$ cat src/rtl/mem_req_bridge_if.sv
`default_nettype none
// ============================================================================
// mem_req_bridge_if : CPU-side bus cycle and controller request signals
// Revision 1.0
// ============================================================================
interface mem_req_bridge_if #(
   parameter int DATA_WIDTH = 8,
   parameter int ADDR_WIDTH = 16
);
   logic                  cpu_req;
   logic                  cpu_rw;
   logic [ADDR_WIDTH-1:0] cpu_addr;
   logic [DATA_WIDTH-1:0] cpu_wdata;
   logic                  cpu_rdy;
   logic                  cpu_done;
   logic [DATA_WIDTH-1:0] cpu_rdata;
   logic                  cpu_err;
   logic                  mem_busy;
   logic                  mem_rd_en;
   logic                  mem_wr_en;
   logic [ADDR_WIDTH-1:0] mem_addr;
   logic [DATA_WIDTH-1:0] mem_wdata;
   logic [DATA_WIDTH-1:0] mem_rdata;

   // Environment side: CPU core plus memory controller
   modport master (
      output cpu_req, cpu_rw, cpu_addr, cpu_wdata, mem_busy, mem_rdata,
      input  cpu_rdy, cpu_done, cpu_rdata, cpu_err,
             mem_rd_en, mem_wr_en, mem_addr, mem_wdata
   );

   // Bridge side
   modport slave (
      input  cpu_req, cpu_rw, cpu_addr, cpu_wdata, mem_busy, mem_rdata,
      output cpu_rdy, cpu_done, cpu_rdata, cpu_err,
             mem_rd_en, mem_wr_en, mem_addr, mem_wdata
   );
endinterface
`default_nettype wire

$ cat src/rtl/mem_req_bridge.sv
`default_nettype none
// ============================================================================
// mem_req_bridge : one-at-a-time 6502 bus cycle to memory controller request
// Optional busy timeout: MEM_REQ_BRIDGE_TIMEOUT_EN.  Revision 1.0
// ============================================================================
module mem_req_bridge #(
   parameter int                    DATA_WIDTH     = 8,
   parameter int                    ADDR_WIDTH     = 16,
   parameter int                    RD_LATENCY     = 2,
   parameter int                    TIMEOUT_CYCLES = 1024,
   parameter logic [DATA_WIDTH-1:0] ERR_DATA       = DATA_WIDTH'(8'hFF)
) (
   input  wire logic        clk,
   input  wire logic        reset,
   mem_req_bridge_if.slave  bus
);

   typedef enum logic [2:0] {
      IDLE      = 3'd0,
      ISSUE     = 3'd1,
      WAIT_DATA = 3'd2,
      DONE      = 3'd3,
      ERR       = 3'd4
   } state_t;

   localparam logic [3:0] c_LAT = 4'(RD_LATENCY);

   if ((RD_LATENCY < 1) || (RD_LATENCY > 15) || (TIMEOUT_CYCLES < 1)) begin : g_param_check
      $error("mem_req_bridge: RD_LATENCY must be 1..15 and TIMEOUT_CYCLES >= 1");
   end

   state_t                state_q;
   logic                  rw_q;
   logic [3:0]            lat_cnt_q;
   logic [ADDR_WIDTH-1:0] addr_q;
   logic [DATA_WIDTH-1:0] wdata_q;
   logic [DATA_WIDTH-1:0] rdata_q;
   logic                  rdy_q;
   logic                  done_q;
   logic                  err_q;

   logic w_accept;
   logic w_issue;
   logic w_timeout;

   assign w_accept = bus.cpu_req && ((state_q == IDLE) || (state_q == DONE) || (state_q == ERR));
   // Enables are gated by reset so nothing reaches the controller while it is held
   assign w_issue  = reset && (state_q == ISSUE) && !bus.mem_busy;

`ifdef MEM_REQ_BRIDGE_TIMEOUT_EN
   localparam int c_BUSY_W = $clog2(TIMEOUT_CYCLES) + 1;

   logic [c_BUSY_W-1:0] busy_cnt_q;

   // Fires in the busy cycle whose increment would reach the limit; a ready cycle issues instead
   assign w_timeout = (state_q == ISSUE) && bus.mem_busy &&
                      (busy_cnt_q == c_BUSY_W'(TIMEOUT_CYCLES - 1));

   always_ff @(posedge clk) begin
      if (!reset) begin
         busy_cnt_q <= '0;
      end else if (w_accept) begin
         busy_cnt_q <= '0;
      end else if ((state_q == ISSUE) && bus.mem_busy) begin
         busy_cnt_q <= busy_cnt_q + c_BUSY_W'(1);
      end
   end
`else
   assign w_timeout = 1'b0;
`endif

   always_ff @(posedge clk) begin
      if (!reset) begin
         state_q   <= IDLE;
         rw_q      <= 1'b0;
         lat_cnt_q <= '0;
         addr_q    <= '0;
         wdata_q   <= '0;
         rdata_q   <= '0;
         rdy_q     <= 1'b1;
         done_q    <= 1'b0;
         err_q     <= 1'b0;
      end else begin
         done_q <= 1'b0;
         err_q  <= 1'b0;
         case (state_q)
            IDLE, DONE, ERR: begin
               if (w_accept) begin
                  rw_q    <= bus.cpu_rw;
                  addr_q  <= bus.cpu_addr;
                  wdata_q <= bus.cpu_wdata;
                  rdy_q   <= 1'b0;
                  state_q <= ISSUE;
               end else begin
                  rdy_q   <= 1'b1;
                  state_q <= IDLE;
               end
            end
            ISSUE: begin
               if (!bus.mem_busy) begin
                  lat_cnt_q <= 4'd1;
                  if (rw_q) begin
                     state_q <= WAIT_DATA;
                  end else begin
                     state_q <= DONE;
                     done_q  <= 1'b1;
                     rdy_q   <= 1'b1;
                  end
               end else if (w_timeout) begin
                  state_q <= ERR;
                  done_q  <= 1'b1;
                  err_q   <= 1'b1;
                  rdy_q   <= 1'b1;
                  rdata_q <= ERR_DATA;
               end
            end
            WAIT_DATA: begin
               // lat_cnt_q equals k during cycle t+k; it stops at the compare point
               if (lat_cnt_q == c_LAT) begin
                  rdata_q <= bus.mem_rdata;
                  state_q <= DONE;
                  done_q  <= 1'b1;
                  rdy_q   <= 1'b1;
               end else begin
                  lat_cnt_q <= lat_cnt_q + 4'd1;
               end
            end
            default: begin
               state_q <= IDLE;
               rdy_q   <= 1'b1;
            end
         endcase
      end
   end

   assign bus.cpu_rdy   = rdy_q;
   assign bus.cpu_done  = done_q;
   assign bus.cpu_rdata = rdata_q;
   assign bus.cpu_err   = err_q;
   assign bus.mem_rd_en = w_issue && rw_q;
   assign bus.mem_wr_en = w_issue && !rw_q;
   assign bus.mem_addr  = addr_q;
   assign bus.mem_wdata = wdata_q;

endmodule
`default_nettype wire
$ cat src/flat_wrapper.sv
// flat-port wrapper written by rule: the top's interface ports become plain ports
module mem_req_bridge_flat 
#(
   parameter int                    DATA_WIDTH     = 8,
   parameter int                    ADDR_WIDTH     = 16,
   parameter int                    RD_LATENCY     = 2,
   parameter int                    TIMEOUT_CYCLES = 1024,
   parameter logic [DATA_WIDTH-1:0] ERR_DATA       = DATA_WIDTH'(8'hFF)
)
  (clk, reset, bus_cpu_req, bus_cpu_rw, bus_cpu_addr, bus_cpu_wdata, bus_mem_busy, bus_mem_rdata, bus_cpu_rdy, bus_cpu_done, bus_cpu_rdata, bus_cpu_err, bus_mem_rd_en, bus_mem_wr_en, bus_mem_addr, bus_mem_wdata);
  mem_req_bridge_if #(.DATA_WIDTH(DATA_WIDTH), .ADDR_WIDTH(ADDR_WIDTH)) bus_i ();
  input  wire logic clk;
  input  wire logic reset;
  input wire logic [$bits(bus_i.cpu_req)-1:0] bus_cpu_req;
  input wire logic [$bits(bus_i.cpu_rw)-1:0] bus_cpu_rw;
  input wire logic [$bits(bus_i.cpu_addr)-1:0] bus_cpu_addr;
  input wire logic [$bits(bus_i.cpu_wdata)-1:0] bus_cpu_wdata;
  input wire logic [$bits(bus_i.mem_busy)-1:0] bus_mem_busy;
  input wire logic [$bits(bus_i.mem_rdata)-1:0] bus_mem_rdata;
  output wire logic [$bits(bus_i.cpu_rdy)-1:0] bus_cpu_rdy;
  output wire logic [$bits(bus_i.cpu_done)-1:0] bus_cpu_done;
  output wire logic [$bits(bus_i.cpu_rdata)-1:0] bus_cpu_rdata;
  output wire logic [$bits(bus_i.cpu_err)-1:0] bus_cpu_err;
  output wire logic [$bits(bus_i.mem_rd_en)-1:0] bus_mem_rd_en;
  output wire logic [$bits(bus_i.mem_wr_en)-1:0] bus_mem_wr_en;
  output wire logic [$bits(bus_i.mem_addr)-1:0] bus_mem_addr;
  output wire logic [$bits(bus_i.mem_wdata)-1:0] bus_mem_wdata;
  assign bus_i.cpu_req = bus_cpu_req;
  assign bus_i.cpu_rw = bus_cpu_rw;
  assign bus_i.cpu_addr = bus_cpu_addr;
  assign bus_i.cpu_wdata = bus_cpu_wdata;
  assign bus_i.mem_busy = bus_mem_busy;
  assign bus_i.mem_rdata = bus_mem_rdata;
  assign bus_cpu_rdy = bus_i.cpu_rdy;
  assign bus_cpu_done = bus_i.cpu_done;
  assign bus_cpu_rdata = bus_i.cpu_rdata;
  assign bus_cpu_err = bus_i.cpu_err;
  assign bus_mem_rd_en = bus_i.mem_rd_en;
  assign bus_mem_wr_en = bus_i.mem_wr_en;
  assign bus_mem_addr = bus_i.mem_addr;
  assign bus_mem_wdata = bus_i.mem_wdata;
  mem_req_bridge #(.DATA_WIDTH(DATA_WIDTH), .ADDR_WIDTH(ADDR_WIDTH), .RD_LATENCY(RD_LATENCY), .TIMEOUT_CYCLES(TIMEOUT_CYCLES), .ERR_DATA(ERR_DATA)) u_core (.clk(clk), .reset(reset), .bus(bus_i));
endmodule
$ cat config.mk
export PLATFORM = sky130hd
export DESIGN_NAME = mem_req_bridge_flat
export DESIGN_NICKNAME = d
export VERILOG_FILES = /design/src/rtl/mem_req_bridge_if.sv /design/src/rtl/mem_req_bridge.sv /design/src/flat_wrapper.sv
export SDC_FILE = /design/constraint.sdc
export NUM_CORES = 1
export LEC_CHECK = 0
export CORE_MARGIN = 2
export CORE_UTILIZATION = 39
export CTS_BUF_LIST = sky130_fd_sc_hd__clkbuf_4 sky130_fd_sc_hd__clkbuf_8
export DETAILED_ROUTE_END_ITERATION = 6
export GPL_TIMING_DRIVEN = 0
export PLACE_DENSITY = 0.77
export SETUP_SLACK_MARGIN = 0.5
export SLEW_MARGIN = 5
export SYNTH_ARGS = -nofsm -noshare
export SYNTH_HDL_FRONTEND = slang
export SYNTH_SLANG_ARGS = --single-unit
$ cat constraint.sdc
create_clock -name clk -period 1.6 [get_ports clk]
set_clock_uncertainty 0.15 [all_clocks]
set_input_delay 0.32 -clock clk [delete_from_list [all_inputs] [get_ports clk]]
set_output_delay 0.32 -clock clk [all_outputs]
set_load 0.01 [all_outputs]
==> impl_metrics.toml <==
[logic_synthesis]
synth-main-ff-cell = "sky130_fd_sc_hd__dfxtp_1"
post_synth.cell_area_avg_sq_um = 8.20
syn-num-nets = 243
yosys.cell_types.count = 33
netlist_area_pre_place_sq_um = 1660
synth-edff-count = 0
async_sr_flop_fraction_pct = 0
synth-seq-cells = 41
synth.yosys.warnings = 0
synth-seq-area-share_pct = 49.5
post_synth_inst_count = 202

[die]
rows = 23
io_pins = 74
die-height_um = 69.2
design.core.area_sq_um = 4060
die_w_um = 69.2
die_outline_area_sq_um = 4790
start_util_pct = 40.8

[critical_path]
setup.worst_path.end_class = "output pin"
start_kind = "flip-flop"
critical-path-slowest-cell = "sky130_fd_sc_hd__dfxtp_4"
highest_fanout_seen_on_the_critical_path = 4
cp.required_ns = 1.13
critPathMaxStageDelay_ns = 0.37
reg2reg_start = "u_core.lat_cnt_q[1]$_SDFFE_PN0P_"
cp-startpoint = "u_core.state_q[1]$_SDFFE_PN0P_"
crit_path_cell_trace = "inv_4 > ha_4 > nor4bb_4 > buf_2"
worstSetupPathType = "flip-flop to output pin"
worstPathBufferInverterCount = 2
worst_ep_arrival_time_ns = 1.24
critPathTopFamily = "flip-flops"

[cells_and_area]
final_layout_size_suffix_gt1_share_pct = 69.0
utilization_pct = 83.1
final_nets = 346
synthToLayoutAreaGrowth_pct = 103
antenna_cells_inserted = 0
layout.cells.most_common_list = "sky130_fd_sc_hd__buf_6, sky130_fd_sc_hd__nand2_1, sky130_fd_sc_hd__dfxtp_2, sky130_fd_sc_hd__a21oi_2, sky130_fd_sc_hd__clkdlybuf4s50_1"
final_cell_count_no_fill = 356
most_common_cell_after_layout_fill_and_taps_aside = "sky130_fd_sc_hd__buf_6"

[clock_network]
ctsRootBufferMaster = "sky130_fd_sc_hd__clkbuf_8"
postCtsHoldBufs = 0
clock_tree_from_tritoncts = "built"
ctsHtreeMaxLevel = 2
clkTransAtPathRegs_ns = 0.08
cts-root-to-sink-buffers = 2
clk-insertion-delay-late_ns = 0.30
clock_sink_count = 41
tritoncts.num_buffers = 5

[worst_hold_path]
hold_class = "flip-flop to flip-flop"
min_from = "u_core.bus.mem_addr[12]$_SDFFE_PN0P_"

[detailed_routing]
drt_drc_violations_left = 0
drt_first_iter_violations = 82
vias = 1836
antenna_violating_nets_remaining = 0
first_pass_iters = 6
drt-total-wl_mm = 6.06
wl_per_cell_um = 17.0
vias_per_cell = 5.16

[placement]
finalWeightedCongestion = 0.843
dpl.hpwl_mm = 3.10
place.detailed.instances = 324
number_of_input_and_output_port_buffers_inserted = 72

[sta]
timing.final.hold_violations = 0
fin_crit_ns = 1.71
layout_setup_ws_ns = -0.112
final_min_period_over_clock_period_pct = 107
fmaxAchievable_mhz = 584
pins_over_their_slew_limit = 0
setup_viol = 10
rsz_0062_raised_after_global_routing = "yes"

[power]
power_density_nw_per_um2 = 1410
peakVddDrop_uv = 885
p_leak_uw = 0.00134

[grt]
globalRouteTotalUtil_pct = 22.8
grt_max_degree = 13
grt_antenna_before_repair = 0
global_route.overflow_total = 0
grt_first_pass_wirelength_mm = 8.83
number_of_global_route_vias_before_repair = 1824

[run_status]
outcome = "finished, violations left"
violations = "setup timing"

[flow_run]
cap_viol_max_count = 0
[registers in the layout, summed over array words and instances, names as in the netlist]
name	flops
u_core.bus.mem_addr	16
u_core.bus.cpu_done	1
u_core.lat_cnt_q	4
u_core.rw_q	1
u_core.bus.cpu_rdy	1
u_core.bus.cpu_rdata	8
u_core.bus.mem_wdata	8
u_core.state_q	2
[per-layer routing]
metal	part of all wire, %	wire length, um	track usage [%]	vias to the layer above
li1	-	-	-	878
met1	39	2340	25.9	883
met2	54	3260	42.2	63
met3	5.4	326	5.81	12
met4	2.0	124	5.66	0
met5	0	0	0	-
[cell families after synthesis]
kind of cell / after synthesis / share of synthesized area, %
AOI/OAI and AO/OA: 46 / 15.9
adders and majority gates: 4 / 3.02
and+or+nand+nor: 90 / 25.0
other: 1 / 0.226
DFF: 41 / 49.5
buffers and inverters: 18 / 5.06
muxes: 2 / 1.28
[repair_timing]
item | 4_1_cts | 5_1_grt
pin swaps | 14 | 8
resized for setup | 302 | 27
setup buffers | 12 | 8
gates cloned | 3 | 1
setup endpoints to repair | 77 | 77
[synth_stat cells, types with 2 or more instances]
cell	number	area (sq um)
sky130_fd_sc_hd__nand2b_1	3	18.8
sky130_fd_sc_hd__nand2_1	72	270
sky130_fd_sc_hd__a2111oi_0	2	17.5
sky130_fd_sc_hd__a21oi_1	37	185
sky130_fd_sc_hd__dfxtp_1	41	821
sky130_fd_sc_hd__buf_2	4	20.0
sky130_fd_sc_hd__inv_1	4	15.0
sky130_fd_sc_hd__buf_1	3	11.3
sky130_fd_sc_hd__or3b_1	2	17.5
sky130_fd_sc_hd__clkbuf_1	3	11.3
sky130_fd_sc_hd__ha_1	4	50.1
sky130_fd_sc_hd__buf_4	3	22.5
sky130_fd_sc_hd__o32ai_1	2	17.5
sky130_fd_sc_hd__nor2_1	3	11.3
[final cells by class]
| class | instances | area, sq um |
|---|---|---|
| multi-input cells | 143 | 1180 |
| repair buffers | 96 | 970 |
| flip-flops and latches | 41 | 876 |
| fillers | 214 | 687 |
| plain buffers | 13 | 143 |
| clock buffers | 7 | 90.1 |
| well taps | 50 | 62.6 |
| clock inverters | 1 | 30.0 |
| inverters | 5 | 21.3 |
[path summary, 6_finish.rpt]
check	slack, ns	to	cells after the start
setup / recovery	-0.11	bus_mem_wr_en	4
hold / removal	0.32	u_core.bus.mem_addr[12]$_SDFFE_PN0P_	2
hold reg to reg	0.32	u_core.bus.mem_addr[12]$_SDFFE_PN0P_	2
setup reg to reg	-0.07	u_core.bus.cpu_rdy$_SDFFE_PN1P_	4
[tightest hold or removal path: stages (launching register included)]
cell	delay (ns)
sky130_fd_sc_hd__dfxtp_2	0.32
sky130_fd_sc_hd__nand2_1	0.07
sky130_fd_sc_hd__a21oi_2	0.05
[metrics by stage]
| step | total power, uW | hold slack (ns) | area, sq um | setup TNS, ns | worst slack (ns) |
|---|---|---|---|---|---|
| after floorplan | 2290 | 0.306 | 1790 | 0 | 0.0251 |
| after global placement | 2810 | 0.291 | 2570 | -10.03 | -0.747 |
| after detailed placement | 2850 | 0.296 | 2570 | -10.84 | -0.741 |
| after CTS | 4500 | 0.312 | 3200 | -0.288 | -0.112 |
| after global routing | 4970 | 0.341 | 3370 | -1.40 | -0.159 |
| final | 4760 | 0.324 | 3370 | -0.477 | -0.112 |
[report_power, final]
part,switching [uW],internal [uW],total (uW)
Sequential,157,1240,1400
Combinational,1140,1340,2480
Clock,354,525,879
Note: power is estimated with default switching activity, not from simulation.
